[src/rtl/divider_pkg.sv]
// ============================================================================
//  Module      : divider_pkg
//  Description : Shared state encoding and default width for the divider.
//  Revision    : 1.0
// ============================================================================
`default_nettype none

package divider_pkg;

   localparam int c_default_width = 8;

   typedef enum logic [0:0] {
      IDLE = 1'b0,
      CALC = 1'b1
   } state_t;

endpackage

`default_nettype wire

[src/rtl/divider_step.sv]
// ============================================================================
//  Module      : divider_step
//  Description : One restoring-division step: shift, compare, subtract, q bit.
//  Revision    : 1.0
// ============================================================================
`default_nettype none

module divider_step #(
   parameter int WIDTH = 8
) (
   input  logic [WIDTH:0]   rem_in,
   input  logic             bit_in,
   input  logic [WIDTH-1:0] divisor,
   output logic [WIDTH:0]   rem_out,
   output logic             q_bit
);

   logic [WIDTH:0] w_shifted;
   logic [WIDTH:0] w_divisor_ext;
   logic           w_unused_msb;

   // The incoming remainder is always below the divisor, so its MSB is
   // shifted out without loss (divide-by-zero only keeps the low bits).
   assign w_unused_msb  = rem_in[WIDTH];
   assign w_shifted     = {rem_in[WIDTH-1:0], bit_in};
   assign w_divisor_ext = {1'b0, divisor};

   always_comb begin
      q_bit   = 1'b0;
      rem_out = w_shifted;
      if (w_shifted >= w_divisor_ext) begin
         q_bit   = 1'b1;
         rem_out = w_shifted - w_divisor_ext;
      end
   end

endmodule

`default_nettype wire

[src/rtl/divider.sv]
// ============================================================================
//  Module      : divider
//  Description : Iterative restoring divider, 2*WIDTH / WIDTH, one bit per
//                cycle. Optional macro DIVIDER_ZERO_FAST_EN shortcuts x/0.
//  Revision    : 1.0
// ============================================================================
`default_nettype none

module divider
   import divider_pkg::*;
#(
   parameter int WIDTH = c_default_width
) (
   input  logic                 clk,
   input  logic                 rst,
   input  logic                 start,
   input  logic [2*WIDTH-1:0]   dividend,
   input  logic [WIDTH-1:0]     divisor,
   output logic [2*WIDTH-1:0]   quotient,
   output logic [WIDTH-1:0]     remainder,
   output logic                 div_by_zero,
   output logic                 finish
);

   localparam int                 c_cnt_w     = $clog2(2*WIDTH);
   localparam logic [c_cnt_w-1:0] c_last_iter = c_cnt_w'(2*WIDTH - 1);

   state_t               state_q, state_d;
   logic [c_cnt_w-1:0]   cnt_q, cnt_d;
   logic [2*WIDTH-1:0]   dividend_q, dividend_d;
   logic [WIDTH-1:0]     divisor_q, divisor_d;
   logic [WIDTH:0]       part_q, part_d;
   logic [2*WIDTH-1:0]   quotient_q, quotient_d;
   logic [WIDTH-1:0]     remainder_q, remainder_d;
   logic                 dbz_q, dbz_d;
   logic                 finish_q, finish_d;

   logic [WIDTH:0]       w_step_rem;
   logic                 w_step_qbit;

   // The latched dividend is shifted left each iteration; its MSB feeds the step.
   divider_step #(
      .WIDTH (WIDTH)
   ) u_step (
      .rem_in  (part_q),
      .bit_in  (dividend_q[2*WIDTH-1]),
      .divisor (divisor_q),
      .rem_out (w_step_rem),
      .q_bit   (w_step_qbit)
   );

   always_comb begin
      state_d     = state_q;
      cnt_d       = cnt_q;
      dividend_d  = dividend_q;
      divisor_d   = divisor_q;
      part_d      = part_q;
      quotient_d  = quotient_q;
      remainder_d = remainder_q;
      dbz_d       = dbz_q;
      finish_d    = 1'b0;

      case (state_q)
         IDLE: begin
            cnt_d = '0;
            if (start) begin
               dividend_d  = dividend;
               divisor_d   = divisor;
               part_d      = '0;
               quotient_d  = '0;
               remainder_d = '0;
               dbz_d       = 1'b0;
               state_d     = CALC;
            end
         end
         CALC: begin
`ifdef DIVIDER_ZERO_FAST_EN
            if (divisor_q == '0) begin
               quotient_d  = '1;
               remainder_d = dividend_q[WIDTH-1:0];
               dbz_d       = 1'b1;
               finish_d    = 1'b1;
               cnt_d       = '0;
               state_d     = IDLE;
            end else
`endif
            begin
               part_d     = w_step_rem;
               quotient_d = {quotient_q[2*WIDTH-2:0], w_step_qbit};
               dividend_d = dividend_q << 1;
               cnt_d      = cnt_q + c_cnt_w'(1);
               if (cnt_q == c_last_iter) begin
                  // Zero divisor falls out of the plain algorithm: all-ones
                  // quotient and the low dividend bits as remainder.
                  cnt_d       = '0;
                  remainder_d = w_step_rem[WIDTH-1:0];
                  dbz_d       = (divisor_q == '0);
                  finish_d    = 1'b1;
                  state_d     = IDLE;
               end
            end
         end
         default: state_d = IDLE;
      endcase
   end

   always_ff @(posedge clk) begin
      if (rst) begin
         state_q     <= IDLE;
         cnt_q       <= '0;
         dividend_q  <= '0;
         divisor_q   <= '0;
         part_q      <= '0;
         quotient_q  <= '0;
         remainder_q <= '0;
         dbz_q       <= 1'b0;
         finish_q    <= 1'b0;
      end else begin
         state_q     <= state_d;
         cnt_q       <= cnt_d;
         dividend_q  <= dividend_d;
         divisor_q   <= divisor_d;
         part_q      <= part_d;
         quotient_q  <= quotient_d;
         remainder_q <= remainder_d;
         dbz_q       <= dbz_d;
         finish_q    <= finish_d;
      end
   end

   assign quotient    = quotient_q;
   assign remainder   = remainder_q;
   assign div_by_zero = dbz_q;
   assign finish      = finish_q;

endmodule

`default_nettype wire

[config.mk]
export PLATFORM = sky130hd
export DESIGN_NAME = divider
export DESIGN_NICKNAME = d
export VERILOG_FILES = /design/src/rtl/divider_pkg.sv /design/src/rtl/divider_step.sv /design/src/rtl/divider.sv
export SDC_FILE = /design/constraint.sdc
export NUM_CORES = 1
export LEC_CHECK = 0
export ABC_AREA = 1
export CORE_ASPECT_RATIO = 1.5
export CORE_UTILIZATION = 45
export CTS_CLUSTER_DIAMETER = 50
export DETAILED_ROUTE_END_ITERATION = 10
export PLACE_DENSITY = 0.7
export SLEW_MARGIN = 40
export SYNTH_ARGS = -nofsm -noshare
export SYNTH_HDL_FRONTEND = slang
export SYNTH_SLANG_ARGS = --single-unit
[constraint.sdc]
create_clock -name clk -period 2.8 [get_ports clk]
set_input_delay 0.28 -clock clk [delete_from_list [all_inputs] [get_ports clk]]
set_output_delay 0.28 -clock clk [all_outputs]
set_load 0.01 [all_outputs]
# Word-level counts from Yosys, hierarchy flattened
# Index checks and enable logic that the tools add are counted.
dict set report word_totals {
  register_bits 63
  latchBits 0
  ram_bits 0
  romBits 0
  input_bits 27
  out_inout_bits 26
  n_memories 0
}
dict set report classes {
  add_sub_neg 2
  n_mul 0
  div_mod_pow 0
  magnitude_cmp 1
  n_eq_ne 3
  shift 0
  muxes 20
  n_bitwise 1
  reduce_logical 4
}
# cell n
set op_table {}
lappend op_table {{case mux 16 bit (2 select lines)} 2}
lappend op_table {{2-to-1 mux 16 bit} 2}
lappend op_table {{2-to-1 mux 8 bit} 4}
lappend op_table {{case mux 8 bit (2 select lines)} 2}
lappend op_table {{greater-or-equal comparator 9 x 8 -> 1 bit} 1}
lappend op_table {{zero test 8 bit} 1}
lappend op_table {{case mux 4 bit (2 select lines)} 1}
lappend op_table {{subtractor 8 bit} 1}
lappend op_table {{2-to-1 mux 1 bit} 6}
lappend op_table {{adder 4 x 1 -> 4 bit (second input constant)} 1}
lappend op_table {{== test 4 bit (second input constant)} 1}
lappend op_table {{2-to-1 mux 4 bit} 1}
lappend op_table {{case mux 1 bit (2 select lines)} 2}
lappend op_table {{AND reduction 2 bit} 2}
lappend op_table {{!= test 2 x 1 -> 1 bit (second input constant)} 1}
lappend op_table {{!= test 2 bit (second input constant)} 1}
lappend op_table {{OR reduction 2 bit} 1}
lappend op_table {{inverter 1 bit} 1}

# Depth between registers and ports, before layout
# Gate-level depths: netlist of run 1.
dict set report logic_depth {
  depth_word 4
  depth_mapped 12
  mapped_depth_nobuf 12
}

# Modules after synthesis
# Synthesis of run 1 repeated with hierarchy kept, for this count alone.
dict set report unflattened {
  hier_cells 422
  hier_area_um2 3111.7
}
# module n_inst cells_each area_per_inst_um2 seq_area_each_um2
set modules_own_cells {}
lappend modules_own_cells {divider 1 291 2411.1 1281.2}
lappend modules_own_cells {divider_step 1 131 700.7 0.0}

# Worst setup path before layout of run 1
# OpenSTA, ideal clock, no wires.
dict set report synth_timing {
  kind {register -> register}
  startpoint {register divisor_q[3]}
  endpoint {register remainder_q[6], in the netlist remainder[6]}
  t_arrival_ns 1.487
  t_required_ns 2.734
  path_slack_ns 1.246
  path_stages_with_launch 12
  path_buffers 0
  path_cell_list {dfxtp_1 inv_1 ha_1 nand2_1 nor2_1 nand2_1 nand2_2 nor2_4 nand2_4 nand2_1 nand3_2 a21oi_2}
}
dict set report synth_between {
  elab_chain_cells 4
  elab_cells_between_ends 5
}
# item line_no
set synth_rtl {}
lappend synth_rtl {{start: declaration} divider.sv:31} ;# logic [WIDTH-1:0] divisor_q, divisor_d;
lappend synth_rtl {{start signal: assignment} divider.sv:122} ;# divisor_q <= divisor_d;
lappend synth_rtl {{subtractor 8 bit / greater-or-equal comparator 9 x 8 -> 1 bit (equally long branches)} {divider_step.sv:33, divider_step.sv:31}}
lappend synth_rtl {{2-to-1 mux 8 bit (*)} divider_step.sv:31} ;# if (w_shifted >= w_divisor_ext) begin
lappend synth_rtl {{2-to-1 mux 8 bit (*)} divider.sv:92} ;# if (cnt_q == c_last_iter) begin
lappend synth_rtl {{case mux 8 bit (2 select lines) (*)} divider.sv:63} ;# case (state_q)
lappend synth_rtl {{end signal: assignment} divider.sv:125} ;# remainder_q <= remainder_d;
lappend synth_rtl {{end: declaration} divider.sv:34} ;# logic [WIDTH-1:0] remainder_q, remainder_d;
# Every way passes the cells marked *; elsewhere a longest branch is shown, timed or not. The select of a mux whose other input is x is not followed.
# A chain may end at the register's enable or synchronous reset.

# Worst setup path in the final report of run 1
dict set report layout_timing {
  startpoint {register state_q}
  endpoint {register quotient_q[4], in the netlist quotient[4]}
}
dict set report layout_between {
  elab_chain_cells 2
  elab_cells_between_ends 3
}
# item line_no
set layout_rtl {}
lappend layout_rtl {{start: declaration} divider.sv:28} ;# state_t state_q, state_d;
lappend layout_rtl {{start signal: assignment} divider.sv:119} ;# state_q <= state_d;
lappend layout_rtl {{inverter 1 bit} n/a}
lappend layout_rtl {{case mux 16 bit (2 select lines) / != test 2 bit (equally long branches)} n/a}
lappend layout_rtl {{end signal: assignment} divider.sv:124} ;# quotient_q <= quotient_d;
lappend layout_rtl {{end: declaration} divider.sv:33} ;# logic [2*WIDTH-1:0] quotient_q, quotient_d;
# Parallel ways exist; a longest one is shown, timed or not.

==> results of run 1 <==
layout by cell type, fill, tap and decap left out, types with 2 or more instances in the layout:
cell	count
nand4_1	3
xor2_1	4
o22ai_1	4
nand3b_1	6
nand2_2	5
a21oi_2	4
a21oi_1	13
nor2_1	13
nor4_1	2
ha_1	9
dfxtp_1	63
nor2_2	3
inv_1	54
a32o_1	4
a22oi_1	10
inv_2	3
nand3_2	5
nor3_1	2
clkdlybuf4s50_1	52
nor2_4	2
o21ai_2	4
o21ai_1	5
nand3_1	24
clkbuf_8	11
nand2_1	97
buf_4	6
o21ai_0	22
metrics by stage:
step	hold WS, ns	std cells
4_1_cts	0.457	514
3_5_place_dp	0.446	499
5_1_grt	0.484	514
6_report	0.454	514
3_3_place_gp	0.428	499
2_1_floorplan	0.415	380
worst max-delay path: stages, from the launching register on:
cell and delay, ns:
dfxtp_1 0.70, inv_1 0.19, nor2_2 0.51, inv_1 0.28, o22ai_1 0.22
power groups by stage:
| stage | registers [uW] | logic [uW] | clock network [uW] |
|---|---|---|---|
| 6_report | 1100 | 1580 | 784 |
| 5_1_grt | 1110 | 1800 | 845 |
| 4_1_cts | 1100 | 1590 | 797 |
| 3_5_place_dp | 1120 | 1580 | 0 |
| 3_3_place_gp | 1110 | 1550 | 0 |
| 2_1_floorplan | 1090 | 1240 | 0 |
routing by layer:
layer  up-vias  wire (um)
met1      1159       2700
met2        54       3390
met5         -          0
li1       1347          -
met3        19        217
met4         0        206
flip-flops by register name (all words and copies together) (netlist names), 4 cells and up:
name,count
dividend_q,16
quotient,16
cnt_q,4
part_q,8
remainder,8
divisor_q,8
how the worst max path moves through the flow:
stage                      start            to  slack (ns)  cells after the start
floorplan           divisor_q[3]  remainder[6]        1.25                     11
global placement             rst   quotient[4]        0.94                      5
detailed placement           rst   quotient[4]        0.86                      5
CTS                      state_q   quotient[4]        0.84                      4
global route             state_q   quotient[8]        0.64                      4
finish                   state_q   quotient[4]        0.83                      4
logic make-up after synthesis:
family          synth area share [%]
compound gates                  14.9
xor+xnor                        1.20
fa+ha+maj                       4.54
buf+inv                         10.2
flops                           43.2
simple gates                    26.0
layout make-up:
class	count	area (um^2)	share of cell area, %
Multi-Input combinational cell	247	1360	36.9
Sequential cell	63	1260	34.1
Timing Repair Buffer	58	566	15.3
Inverter	57	214	5.79
Clock buffer	12	155	4.20
Tap cell	74	92.6	2.51
Clock inverter	3	42.5	1.15
==> results.toml, run 1 <==
[status]
status = "finished clean"

[power_and_ir_drop]
seqPwrFrac_pct = 31.7
swShare_pct = 40.4
clkPwrFrac_pct = 22.7
p_int_uw = 2060
ir_worst_vdd_mv = 0.455
power_density_nw_per_um2 = 937
power_uw = 3460
power.leakage_uw = 0.00167
pwr-share-comb_pct = 45.7
power.switching_uw = 1400

[timing]
postLayoutSetupSlackWorst_ns = 0.828
layout_min_cycle_time_ns = 1.97
setup_tns_ns = 0
maxSlewHeadroom_pct = 60.3
setup_viol = 0
worst_pin_slew_ns = 0.595
max_freq_mhz = 507
hold_viol_final = 0
clock_skew_ns = 0.00944
period_share_pct = 70.4
slew_viol_final = 0
rsz0062_at_grt = "no"

[clock_network]
cts_buffer_depth = 2
postCtsSetupBuffers = 0
worst_skew_pair.late_latency_ns = 0.33
cts_buffers = 9
cts_tree = "done"
cts_root_buf = "clkbuf_8"
hold_buffers = 0
cts_sinks = 63
cts_resized = 0
htree_num_levels = 3
clk_pin_slew_worst_paths_ns = 0.07

[grt]
gr-usage-met2_pct = 37.9
grt_first_pass_wirelength_mm = 10.9
antenna_found_initial = 0
busiest_layer = "met2"
gr-usage-all-layers_pct = 21.4
met1_usage_pct = 22.8
overflow = 0
gr-usage-met3_pct = 4.52
grt_pass1_vias = 2509
grt_max_degree = 24

[yosys]
yosysSeqAreaShare_pct = 43.2
yosysUniqueCellTypes = 35
syn-mean-instance-area_um2 = 7.69
netlist_instances = 380
ys.flop_type = "dfxtp_1"
synth_top_area_cell = "dfxtp_1"
synthArstFlopShare_pct = 0
synth_commonest_cells = "nand2_1 (97), dfxtp_1 (63), inv_1 (54)"
yosys_register_bits = 63
synth_edf_count = 0
yosys_warnings = 0
synth.area.top_cells = "dfxtp_1 (43%), nand2_1 (12%), inv_1 (6.9%)"
syn-num-nets = 417
synth.most_common_cell = "nand2_1"
synth_top_area_share_pct = 43.2
syn_area_um2 = 2920

[detailed_routing]
dr.pass1.iters = 4
drt_wl_total_mm = 6.51
vias = 2579
drc_errors = 0
ant_nets = 0
dr.first_iter.drc_count = 79
viasPerCell = 5.02
routedWlPerCell_um = 12.7

[worst_hold_path]
worstHoldStart = "cnt_q[0]"
min_path_cells = 1
hp-class = "flip-flop to flip-flop"
min_to = "cnt_q[0]"

[final_layout]
fin_util_pct = 59.4
area_growth_pct = 26.4
fillers = 594
final_nets = 473
drive_above_1_share_pct = 10.9
diodes = 0
stdcell_area_um2 = 3690

[setup_path]
reg2reg_depth = 4
start_kind = "flip-flop"
crit_path_end_kind = "flip-flop"
reg2reg_from = "state_q"
worstPathRequired_ns = 3.06
r2r_end = "quotient[4]"
cp_max_fo = 17
path_class = "flip-flop to flip-flop"
r2r_setup_slack_ns = 0.83
arrival_ns = 2.23

[floorplanning]
fp-row-count = 35
initial_core_util_pct = 47.0
io-pin-count = 53
die_area_um2 = 6830
dieWidth_um = 67.8
core_um2 = 6220
die_h_um = 101

[placed_design]
place_hpwl_mm = 5.07
place_ws_ns = 0.856
place_congestion = 0.840
io_buffers = 52
postPlaceCellArea_um2 = 3500

[flow_run]
maxCapViolations = 0
No activity file was read; power rests on OpenSTA's default activity.
==> run 2, diff against run 1 <==
- PLACE_DENSITY: 0.7 -> 0.73
- clock period: 2.8 -> 1.7 ns (I/O delays scaled with it)
==> run 2 against run 1 <==
Against the previous run: die area is the same; first-iteration DRC count rose by 110%; worst hold slack got worse by 0.0095 ns; via count increased by 9.6%; clock-buffer cell count down 3; non-clock buffer count rose by 34; sequential power increased by 72%; clock skew rose by 0.0032 ns; setup slack lost 0.82 ns; largest power group unchanged; critical path depth increased by 7; combinational power increased to 2.8 times the previous value; final cell count increased by 7.0%; highest routed layer unchanged; critical endpoint is now remainder[2].
==> results.toml, run 2 (synthesized netlist as in run 1, its figures left out) <==
[setup_path]
path_cells = "inv_2, ha_4, nand2_4, nor2_4, nand2_2, nand3_4, nand2_4, buf_6, nand3b_1, nand3_2, a21oi_2"
path_class = "flip-flop to flip-flop"
cpMaxStageDelayCell = "dfxtp_2"
r2r_end = "remainder[2]"
start_kind = "flip-flop"
reg2reg_depth = 11
worstPathRequired_ns = 1.97
arrival_ns = 1.96
slowest_delay_ns = 0.34
crit_path_end_kind = "flip-flop"
r2r_setup_slack_ns = 0.01
reg2reg_from = "divisor_q[1]"
cp_common_cell = "nand2_4"
cp_max_fo = 4

[power_and_ir_drop]
swShare_pct = 41.4
pwr-share-comb_pct = 56.6
clkPwrFrac_pct = 18.9
power.leakage_uw = 0.00187
power.switching_uw = 3200
seqPwrFrac_pct = 24.5
power_density_nw_per_um2 = 1820
p_int_uw = 4530
ir_worst_vdd_mv = 0.876

[final_layout]
multiInputGateArea_um2 = 1590
diodes = 0
stdcell_area_um2 = 4240
drive_above_1_share_pct = 29.4
fin_util_pct = 68.2
fillers = 512
final_nets = 508
mostFrequentLayoutCells = "nand2_1 (88), clkdlybuf4s50_1 (52), dfxtp_1 (47)"
layout_commonest_cell = "nand2_1"
area_growth_pct = 45.1
seq_area_um2 = 1280
final_cells = 550

[flow_run]
maxCapViolations = 0

[detailed_routing]
dr.pass1.iters = 4
ant_nets = 0
routedWlPerCell_um = 13.9
dr.first_iter.drc_count = 163
viasPerCell = 5.14
drt_wl_total_mm = 7.67
vias = 2826
drc_errors = 0

[floorplanning]
io-pin-count = 53
die_area_um2 = 6830
fp-row-count = 35
core_um2 = 6220
dieWidth_um = 67.8
initial_core_util_pct = 47.0
die_h_um = 101

[placed_design]
dp_cells = 515
io_buffers = 52
place_congestion = 0.941
postPlaceCellArea_um2 = 3620
place_hpwl_mm = 5.28

[clock_network]
worst_skew_pair.late_latency_ns = 0.34
htree_num_levels = 3
cts_root_buf = "clkbuf_8"
clk_pin_slew_worst_paths_ns = 0.07
cts_tree = "done"
cts_sinks = 63
cts_buffer_depth = 2
cts_buffers = 9
hold_buffers = 0

[timing]
maxSlewHeadroom_pct = 80.6
rsz0062_at_grt = "yes"
max_freq_mhz = 592
layout_min_cycle_time_ns = 1.69
worst_pin_slew_ns = 0.288
hold_viol_final = 0
period_share_pct = 99.3
clock_skew_ns = 0.0127
setup_viol = 0
slew_viol_final = 0

[grt]
grt_pass1_vias = 2662
overflow = 0
gr-usage-all-layers_pct = 23.3
antenna_found_initial = 0
grt_first_pass_wirelength_mm = 11.7
grt_max_degree = 28

[worst_hold_path]
min_path_cells = 3
worstHoldStart = "divisor[6]"
hp-class = "input port to flip-flop"
min_to = "divisor_q[6]"

[status]
status = "finished clean"
==> run 2: cell types whose count changed in the layout (fill, tap and decap cells not counted), sizes merged <==
| cell | change |
|---|---|
| clkinvlp | +1 |
| inv | +2 |
| buf | +34 |
| clkbuf | -3 |
| bufinv | +1 |
| nand2 | +1 |
==> run 2: worst max-delay path by stage <==
stage | slack [ns] | end | from | depth (start not counted)
after floorplan | 0.15 | remainder[6] | divisor_q[3] | 11
after global placement | -0.03 | remainder[1] | divisor_q[6] | 9
after detailed placement | -0.06 | remainder[1] | divisor_q[3] | 11
after CTS | 0.002 | part_q[4] | dividend_q[15] | 9
after global routing | -0.08 | remainder[2] | divisor_q[2] | 11
final | 0.01 | remainder[2] | divisor_q[1] | 11
==> run 2: power by group through the flow <==
| stage | Sequential, uW | Clock (uW) | Combinational (uW) |
|---|---|---|---|
| 6_report | 1890 | 1460 | 4370 |
| 5_1_grt | 1910 | 1560 | 4740 |
| 4_1_cts | 1840 | 1490 | 3170 |
| 3_5_place_dp | 1840 | 0 | 2820 |
| 3_3_place_gp | 1840 | 0 | 2790 |
| 2_1_floorplan | 1800 | 0 | 2040 |
==> run 2: routing by layer <==
metal / GRT usage (%) / vias up / part of all wire (%)
met5: 0 / - / 0
met4: 12.2 / 0 / 4.1
met3: 6.45 / 26 / 3.5
met2: 40.9 / 80 / 54
met1: 24.3 / 1302 / 38
li1: - / 1418 / -
==> run 2: worst max-delay path: cells and delay by family, from the launching register on <==
| family | cells | cell delay (ns) |
|---|---|---|
| and+or+nand+nor | 7 | 0.67 |
| DFF | 1 | 0.34 |
| adders and majority gates | 1 | 0.28 |
| AOI/OAI and AO/OA | 1 | 0.15 |
| buffers and inverters | 2 | 0.17 |
==> run 2: per-stage QoR <==
stage	total power [uW]	setup TNS, ns	setup slack [ns]	hold slack, ns
2_1_floorplan	3840	0	0.146	0.305
3_3_place_gp	4630	-0.0948	-0.0311	0.430
3_5_place_dp	4660	-0.457	-0.0636	0.446
4_1_cts	6500	0	0.00234	0.437
5_1_grt	8210	-0.539	-0.0824	0.465
6_report	7730	0	0.0112	0.445
==> run 2: what timing repair did <==
| item | CTS | global route |
|---|---|---|
| gates cloned | 1 | 0 |
| gates resized for setup | 10 | 63 |
| endpoints found under the setup margin | 15 | 16 |
| setup buffers | 4 | 14 |
| endpoints found under the hold margin | 0 | 0 |
| pin swaps | 5 | 33 |
==> run 2: final cells by class <==
class,count,area share (%)
inverters,57,5.13
repair buffers,92,19.6
flip-flops and latches,63,30.3
clock buffers,9,2.92
multi-input cells,248,37.5
well taps,74,2.18
clock inverters,7,2.42
